--- config.mk ---
export PLATFORM = sky130hd
export DESIGN_NAME = multicycle_ctrl
export DESIGN_NICKNAME = d
export VERILOG_FILES = /design/src/rtl/multicycle_ctrl.sv
export SDC_FILE = /design/constraint.sdc
export NUM_CORES = 1
export LEC_CHECK = 0
export ABC_AREA = 0
export CAP_MARGIN = 15
export CORE_MARGIN = 2
export CORE_UTILIZATION = 50
export CTS_CLUSTER_DIAMETER = 60
export DETAILED_ROUTE_END_ITERATION = 16
export PLACE_DENSITY_LB_ADDON = 0.15
export SYNTH_ARGS = -nofsm -noshare
export SYNTH_HDL_FRONTEND = slang
export SYNTH_SLANG_ARGS = --single-unit
--- constraint.sdc ---
create_clock -name clk -period 4.6 [get_ports clk]
set_clock_uncertainty 0.15 [all_clocks]
set_input_delay 0.46 -clock clk [delete_from_list [all_inputs] [get_ports clk]]
set_output_delay 0.46 -clock clk [all_outputs]
set_load 0.02 [all_outputs]
--- src/rtl/multicycle_ctrl.sv ---
// rtl/multicycle_ctrl.sv - RV32I multi-cycle control FSM with memory handshakes, watchdog and retire counter
// Datapath controls decode from state and IR; only flags, counters, watchdog and state are registered.
module multicycle_ctrl #(
  parameter bit TIMEOUT_EN = 1'b1,
  parameter int TIMEOUT_W  = 8,
  parameter int CNT_W      = 32
) (
  input  logic             clk,
  input  logic             rst,
  input  logic [31:0]      instr,
  input  logic             br_less,
  input  logic             br_equal,
  input  logic             imem_ready,
  input  logic             dmem_ready,
  output logic             imem_req,
  output logic             ir_wren,
  output logic             dmem_req,
  output logic             mem_wren,
  output logic [2:0]       lsu_size,
  output logic             alu_q_wren,
  output logic             pc_wren,
  output logic [1:0]       pc_sel,
  output logic             rd_wren,
  output logic             br_un,
  output logic [1:0]       opa_sel,
  output logic             opb_sel,
  output logic [3:0]       alu_op,
  output logic [1:0]       wb_sel,
  output logic             insn_vld,
  output logic             retire,
  output logic             illegal,
  output logic             bus_err,
  output logic [CNT_W-1:0] instret,
  output logic [2:0]       state
);

  typedef enum logic [2:0] {
    S_FETCH  = 3'd0,
    S_DECODE = 3'd1,
    S_EXEC   = 3'd2,
    S_MEM    = 3'd3,
    S_WB     = 3'd4,
    S_HALT   = 3'd5
  } state_t;

  localparam logic [6:0] OP_R      = 7'b0110011;
  localparam logic [6:0] OP_IMM    = 7'b0010011;
  localparam logic [6:0] OP_LOAD   = 7'b0000011;
  localparam logic [6:0] OP_STORE  = 7'b0100011;
  localparam logic [6:0] OP_BRANCH = 7'b1100011;
  localparam logic [6:0] OP_JAL    = 7'b1101111;
  localparam logic [6:0] OP_JALR   = 7'b1100111;
  localparam logic [6:0] OP_LUI    = 7'b0110111;
  localparam logic [6:0] OP_AUIPC  = 7'b0010111;

  localparam logic [3:0] ALU_ADD  = 4'b0000;
  localparam logic [3:0] ALU_SUB  = 4'b0001;
  localparam logic [3:0] ALU_SLT  = 4'b0010;
  localparam logic [3:0] ALU_SLTU = 4'b0011;
  localparam logic [3:0] ALU_XOR  = 4'b0100;
  localparam logic [3:0] ALU_OR   = 4'b0101;
  localparam logic [3:0] ALU_AND  = 4'b0110;
  localparam logic [3:0] ALU_SLL  = 4'b0111;
  localparam logic [3:0] ALU_SRL  = 4'b1000;
  localparam logic [3:0] ALU_SRA  = 4'b1001;

  // Timeout fires on the (2^TIMEOUT_W-1)th consecutive wait cycle, i.e. when the count already holds 2^TIMEOUT_W-2.
  localparam logic [TIMEOUT_W-1:0] WD_LAST = {{(TIMEOUT_W-1){1'b1}}, 1'b0};
  localparam logic [TIMEOUT_W-1:0] WD_ONE  = {{(TIMEOUT_W-1){1'b0}}, 1'b1};
  localparam logic [CNT_W-1:0]     CNT_ONE = {{(CNT_W-1){1'b0}}, 1'b1};

  state_t               state_q, state_d;
  logic                 illegal_q, bus_err_q;
  logic [CNT_W-1:0]     instret_q;
  logic [TIMEOUT_W-1:0] wd_q, wd_d;

  logic [6:0] opcode, funct7;
  logic [2:0] funct3;
  logic       is_r, is_imm, is_load, is_store, is_branch, is_jump, is_lui, is_auipc, is_jal;
  logic       legal, taken, waiting, timeout;
  logic [3:0] alu_fn;
  logic       unused_instr_bits;

  assign opcode    = instr[6:0];
  assign funct3    = instr[14:12];
  assign funct7    = instr[31:25];
  assign is_r      = (opcode == OP_R);
  assign is_imm    = (opcode == OP_IMM);
  assign is_load   = (opcode == OP_LOAD);
  assign is_store  = (opcode == OP_STORE);
  assign is_branch = (opcode == OP_BRANCH);
  assign is_jal    = (opcode == OP_JAL);
  assign is_jump   = is_jal || (opcode == OP_JALR);
  assign is_lui    = (opcode == OP_LUI);
  assign is_auipc  = (opcode == OP_AUIPC);
  assign unused_instr_bits = ^{instr[24:15], instr[11:7]};

  always_comb begin
    legal = 1'b1;
    case (opcode)
      OP_R:      legal = (funct7 == 7'b0000000) ||
                         ((funct7 == 7'b0100000) && ((funct3 == 3'b000) || (funct3 == 3'b101)));
      OP_IMM: begin
        if (funct3 == 3'b001)      legal = (funct7 == 7'b0000000);
        else if (funct3 == 3'b101) legal = (funct7 == 7'b0000000) || (funct7 == 7'b0100000);
        else                       legal = 1'b1;
      end
      OP_BRANCH: legal = (funct3[2:1] != 2'b01);
      OP_LOAD:   legal = (funct3 != 3'b011) && (funct3[2:1] != 2'b11);
      OP_STORE:  legal = (funct3 <= 3'b010);
      OP_JALR:   legal = (funct3 == 3'b000);
      OP_JAL, OP_LUI, OP_AUIPC: legal = 1'b1;
      default:   legal = 1'b0;
    endcase
  end

  always_comb begin
    alu_fn = ALU_ADD;
    case (funct3)
      3'b000:  alu_fn = (is_r && funct7[5]) ? ALU_SUB : ALU_ADD;
      3'b001:  alu_fn = ALU_SLL;
      3'b010:  alu_fn = ALU_SLT;
      3'b011:  alu_fn = ALU_SLTU;
      3'b100:  alu_fn = ALU_XOR;
      3'b101:  alu_fn = funct7[5] ? ALU_SRA : ALU_SRL;
      3'b110:  alu_fn = ALU_OR;
      default: alu_fn = ALU_AND;
    endcase
  end

  always_comb begin
    taken = 1'b0;
    case (funct3)
      3'b000:         taken = br_equal;
      3'b001:         taken = !br_equal;
      3'b100, 3'b110: taken = br_less;
      3'b101, 3'b111: taken = !br_less;
      default:        taken = 1'b0;
    endcase
  end

  assign waiting = ((state_q == S_FETCH) && !imem_ready) || ((state_q == S_MEM) && !dmem_ready);
  assign timeout = TIMEOUT_EN && waiting && (wd_q == WD_LAST);
  assign wd_d    = (TIMEOUT_EN && waiting && !timeout) ? wd_q + WD_ONE : '0;

  always_comb begin
    state_d    = state_q;
    imem_req   = 1'b0;
    ir_wren    = 1'b0;
    dmem_req   = 1'b0;
    mem_wren   = 1'b0;
    lsu_size   = 3'b000;
    alu_q_wren = 1'b0;
    pc_wren    = 1'b0;
    pc_sel     = 2'd0;
    rd_wren    = 1'b0;
    br_un      = 1'b0;
    opa_sel    = 2'd0;
    opb_sel    = 1'b0;
    alu_op     = ALU_ADD;
    wb_sel     = 2'd0;
    insn_vld   = 1'b0;
    retire     = 1'b0;
    case (state_q)
      S_FETCH: begin
        if (timeout) begin
          state_d = S_HALT;
        end else begin
          imem_req = 1'b1;
          if (imem_ready) begin
            ir_wren = 1'b1;
            state_d = S_DECODE;
          end
        end
      end
      S_DECODE: begin
        insn_vld = legal;
        state_d  = legal ? S_EXEC : S_HALT;
      end
      S_EXEC: begin
        insn_vld   = 1'b1;
        alu_q_wren = 1'b1;
        opb_sel    = !is_r;
        alu_op     = (is_r || is_imm) ? alu_fn : ALU_ADD;
        if (is_lui)                            opa_sel = 2'd2;
        else if (is_auipc || is_jal || is_branch) opa_sel = 2'd1;
        else                                   opa_sel = 2'd0;
        if (is_branch) begin
          pc_wren = 1'b1;
          pc_sel  = taken ? 2'd1 : 2'd0;
          br_un   = funct3[1];
          retire  = 1'b1;
          state_d = S_FETCH;
        end else if (is_load || is_store) begin
          state_d = S_MEM;
        end else begin
          state_d = S_WB;
        end
      end
      S_MEM: begin
        insn_vld = 1'b1;
        if (timeout) begin
          state_d = S_HALT;
        end else begin
          dmem_req = 1'b1;
          lsu_size = funct3;
          mem_wren = is_store;
          if (dmem_ready) begin
            if (is_store) begin
              pc_wren = 1'b1;
              retire  = 1'b1;
              state_d = S_FETCH;
            end else begin
              state_d = S_WB;
            end
          end
        end
      end
      S_WB: begin
        insn_vld = 1'b1;
        rd_wren  = 1'b1;
        pc_wren  = 1'b1;
        retire   = 1'b1;
        wb_sel   = is_load ? 2'd1 : (is_jump ? 2'd2 : 2'd0);
        pc_sel   = is_jump ? 2'd2 : 2'd0;
        state_d  = S_FETCH;
      end
      S_HALT:  state_d = S_HALT;
      default: state_d = S_FETCH;
    endcase
    // Reset cycle silences every control so an aborted MEM/WB never writes.
    if (rst) begin
      imem_req   = 1'b0;
      ir_wren    = 1'b0;
      dmem_req   = 1'b0;
      mem_wren   = 1'b0;
      lsu_size   = 3'b000;
      alu_q_wren = 1'b0;
      pc_wren    = 1'b0;
      pc_sel     = 2'd0;
      rd_wren    = 1'b0;
      br_un      = 1'b0;
      opa_sel    = 2'd0;
      opb_sel    = 1'b0;
      alu_op     = ALU_ADD;
      wb_sel     = 2'd0;
      insn_vld   = 1'b0;
      retire     = 1'b0;
    end
  end

  always_ff @(posedge clk) begin
    if (rst) begin
      state_q   <= S_FETCH;
      illegal_q <= 1'b0;
      bus_err_q <= 1'b0;
      instret_q <= '0;
      wd_q      <= '0;
    end else begin
      state_q <= state_d;
      wd_q    <= wd_d;
      if (state_q == S_DECODE && !legal) illegal_q <= 1'b1;
      if (timeout)                       bus_err_q <= 1'b1;
      if (retire)                        instret_q <= instret_q + CNT_ONE;
    end
  end

  assign illegal = illegal_q && !rst;
  assign bus_err = bus_err_q && !rst;
  assign instret = rst ? '0 : instret_q;
  assign state   = state_q;

endmodule

==> reports/qor.txt <==
Flops & latches, synth -> 45
Leak Pwr -> 1.28 nW
Die area -> 6480 um^2
Rel. slew slack -> 33.6%
WS Path Type -> in2out
All-Layer GR Usage -> 23.6%
Clk sink count -> 45
Min Tclk post-route -> 3.54 ns
First-pass GRT wire length -> 12400 um
Hold Path Class -> reg2reg
Worst-margin pin slew -> 0.982 ns
PortBufs -> 83
# diodes -> 0
Post-cts sizing count -> 0
Drt drc -> 0
DRT iter0 DRCs -> 194
Max H-tree Level -> 2
Crit share post-route -> 76.9%
Largest fanout on the critical path -> 6
Via-to-Cell Ratio -> 5.72
Fmax -> 283 MHz
Final hold vios -> 0
CTS tree -> yes
DR WL/cell -> 14.8 um
Setup violators final -> 0
IO Pins -> 99
Pwr dens -> 235 nW/um^2
Initial core utilization -> 52.5%
Status -> completed
Site Rows -> 27
Vias in the first global route -> 2630
Overall Power -> 0.897 mW
Critical Path Start Type -> input pin
Routed Antenna Nets -> 0
1st-pass router iterations -> 4
CP required -> 3.99 ns
Clk slew on worst S/H paths -> 0.08 ns
Crit path DAT -> 2.93 ns
Root buf cell -> clkbuf_8
# Post-CTS Setup Buffers -> 0
Clock latency on the worst-skew pair -> 0.29 ns
Max-Cap Viols -> 0
Element type at the critical path end -> output pin
Post-synth EDFFs -> 0
Post-CTS Hold Fix Bufs -> 0
Syn. warnings -> 0
Final Max Tran Viols -> 0
Cells after Synth -> 374
DP Wirelength -> 5380 um
Core ar. -> 5570 um^2
Synth-to-Final Area Change -> 30.7%
Setup TNS -> 0 ns
Clock buffer count from CTS -> 5
Post-Syn Nets -> 415
Clock Tree Buf Depth -> 2
Max VDD drop -> 0.304 mV
DIE HEIGHT -> 80.5 um
Sequential-to-total area share from yosys stat -> 30.8%
Layout cell share with drive strength beyond 1 -> 7.26%
Syn avg cell area -> 7.82 um^2
DRT Wirelength -> 7610 um
GPL Wtd Cong -> 0.810
Ys flop type -> dfxtp_1
Grt total ovfl -> 0
Nets -> 481
Initial antenna violation count -> 0
Async S/R FF share, synth -> 0%
Die W -> 80.5 um
Post-Synthesis Cell Area -> 2930 um^2
Largest net degree at the start of global routing -> 71
Synth cell types -> 53
Setup repair after global routing missed its margin -> false
DR vias -> 2934
-- synthesized netlist by cell type, types with 6 or more instances --
library cell	number	area [um^2]
nand2b_1	10	62.6
nand3_1	19	95.1
inv_1	7	26.3
nor2_1	49	184
xnor2_1	6	52.6
or4_1	13	97.6
o31ai_1	10	75.1
and3_1	9	56.3
nor2b_1	36	225
nor3_1	16	80.1
a21oi_1	17	85.1
mux2_2	16	180
nand2_1	12	45.0
clkbuf_1	21	78.8
nand4_1	12	75.1
dfxtp_1	45	901
xor2_1	7	61.3
-- layout by cell type (no fill, tap or decap), drive strengths merged, types with 2 or more instances in the layout --
cell type,netlist,routed
a211oi,3,3
a21boi,2,2
nand4,12,12
or3,5,5
buf,5,3
o32ai,2,2
and4,4,4
o31ai,10,10
o21bai,2,2
or2,4,4
nor2,49,49
clkdlybuf4s50,0,82
nor3b,3,3
nor3,16,16
ha,3,3
dfxtp,45,45
a21oi,17,17
a31oi,3,3
nand2,12,12
nor2b,36,36
o211ai,2,2
nand2b,10,10
and2,5,5
clkbuf,21,7
inv,7,7
o21ai,3,3
or4,15,15
nor4,4,4
nand3,19,19
xor2,7,7
mux2,17,17
nand3b,2,2
xnor2,6,6
and3,9,9
-- routing by layer --
layer | track usage, % | part of all wire (%) | routed length (um)
met1 | 32.5 | 47 | 3570
met2 | 38.2 | 47 | 3570
met3 | 3.93 | 5.0 | 382
met4 | 6.27 | 1.1 | 82
met5 | 0 | 0 | 0
-- metrics by stage --
step / util (%) / cell area (um^2) / worst slack [ns] / hold slack [ns] / cells
floorplan: - / 2930 / 1.61 / 0.282 / 374
global placement: 67.1 / 3740 / 1.10 / 0.295 / 505
detailed placement: 67.1 / 3740 / 1.09 / 0.308 / 505
CTS: 68.6 / 3820 / 1.06 / 0.328 / 513
global route: 68.6 / 3820 / 0.920 / 0.368 / 513
finish: 68.6 / 3820 / 1.06 / 0.318 / 513
-- worst max-delay path, cell delays in order --
cell and delay, ns:
clkdlybuf4s50_1 0.49, or3_4 0.44, or4_4 0.46, and3_1 0.21
nor2_1 0.21, clkdlybuf4s50_1 0.65
-- layout make-up --
class                      instances  area (um^2)
fill                             490         1750
tap                               72         90.1
sequential                        45          901
timing repair buffer              85          841
clock buffer                       7         76.3
multi-input combinational        296         1880
clock inverter                     1         7.51
inverter                           7         26.3
-- registers in the layout (all words and copies together), names as in the netlist --
register	cells
bus_err_q	1
wd_q	8
state	3
instret_q	32
illegal_q	1
-- where the power goes --
group	internal (mW)	switching (mW)
sequential	0.404	0.0319
combinational	0.0954	0.124
clock	0.108	0.133
total	0.607	0.289
-- worst paths after layout --
path / depth (start not counted) / to / startpoint / slack, ns
worst max-delay path: 6 / retire / instr[3] / 1.06
worst min-delay path: 2 / bus_err_q / bus_err_q / 0.32
worst max register to register: 6 / instret_q[13] / state[0] / 1.68
worst min register to register: 2 / bus_err_q / bus_err_q / 0.32
-- cells by family (layout without fill, tap and decap cells) --
kind of cell	after synthesis	in the layout	share of synthesized area (%)
muxes	17	17	6.67
and+or+nand+nor	210	210	40.3
AOI/OAI and AO/OA	53	53	12.2
adders and majority gates	3	3	1.28
buffers and inverters	33	100	4.88
DFF	45	45	30.8
xor gates and xnor gates	13	13	3.89
No activity file was read; power rests on OpenSTA's default activity.
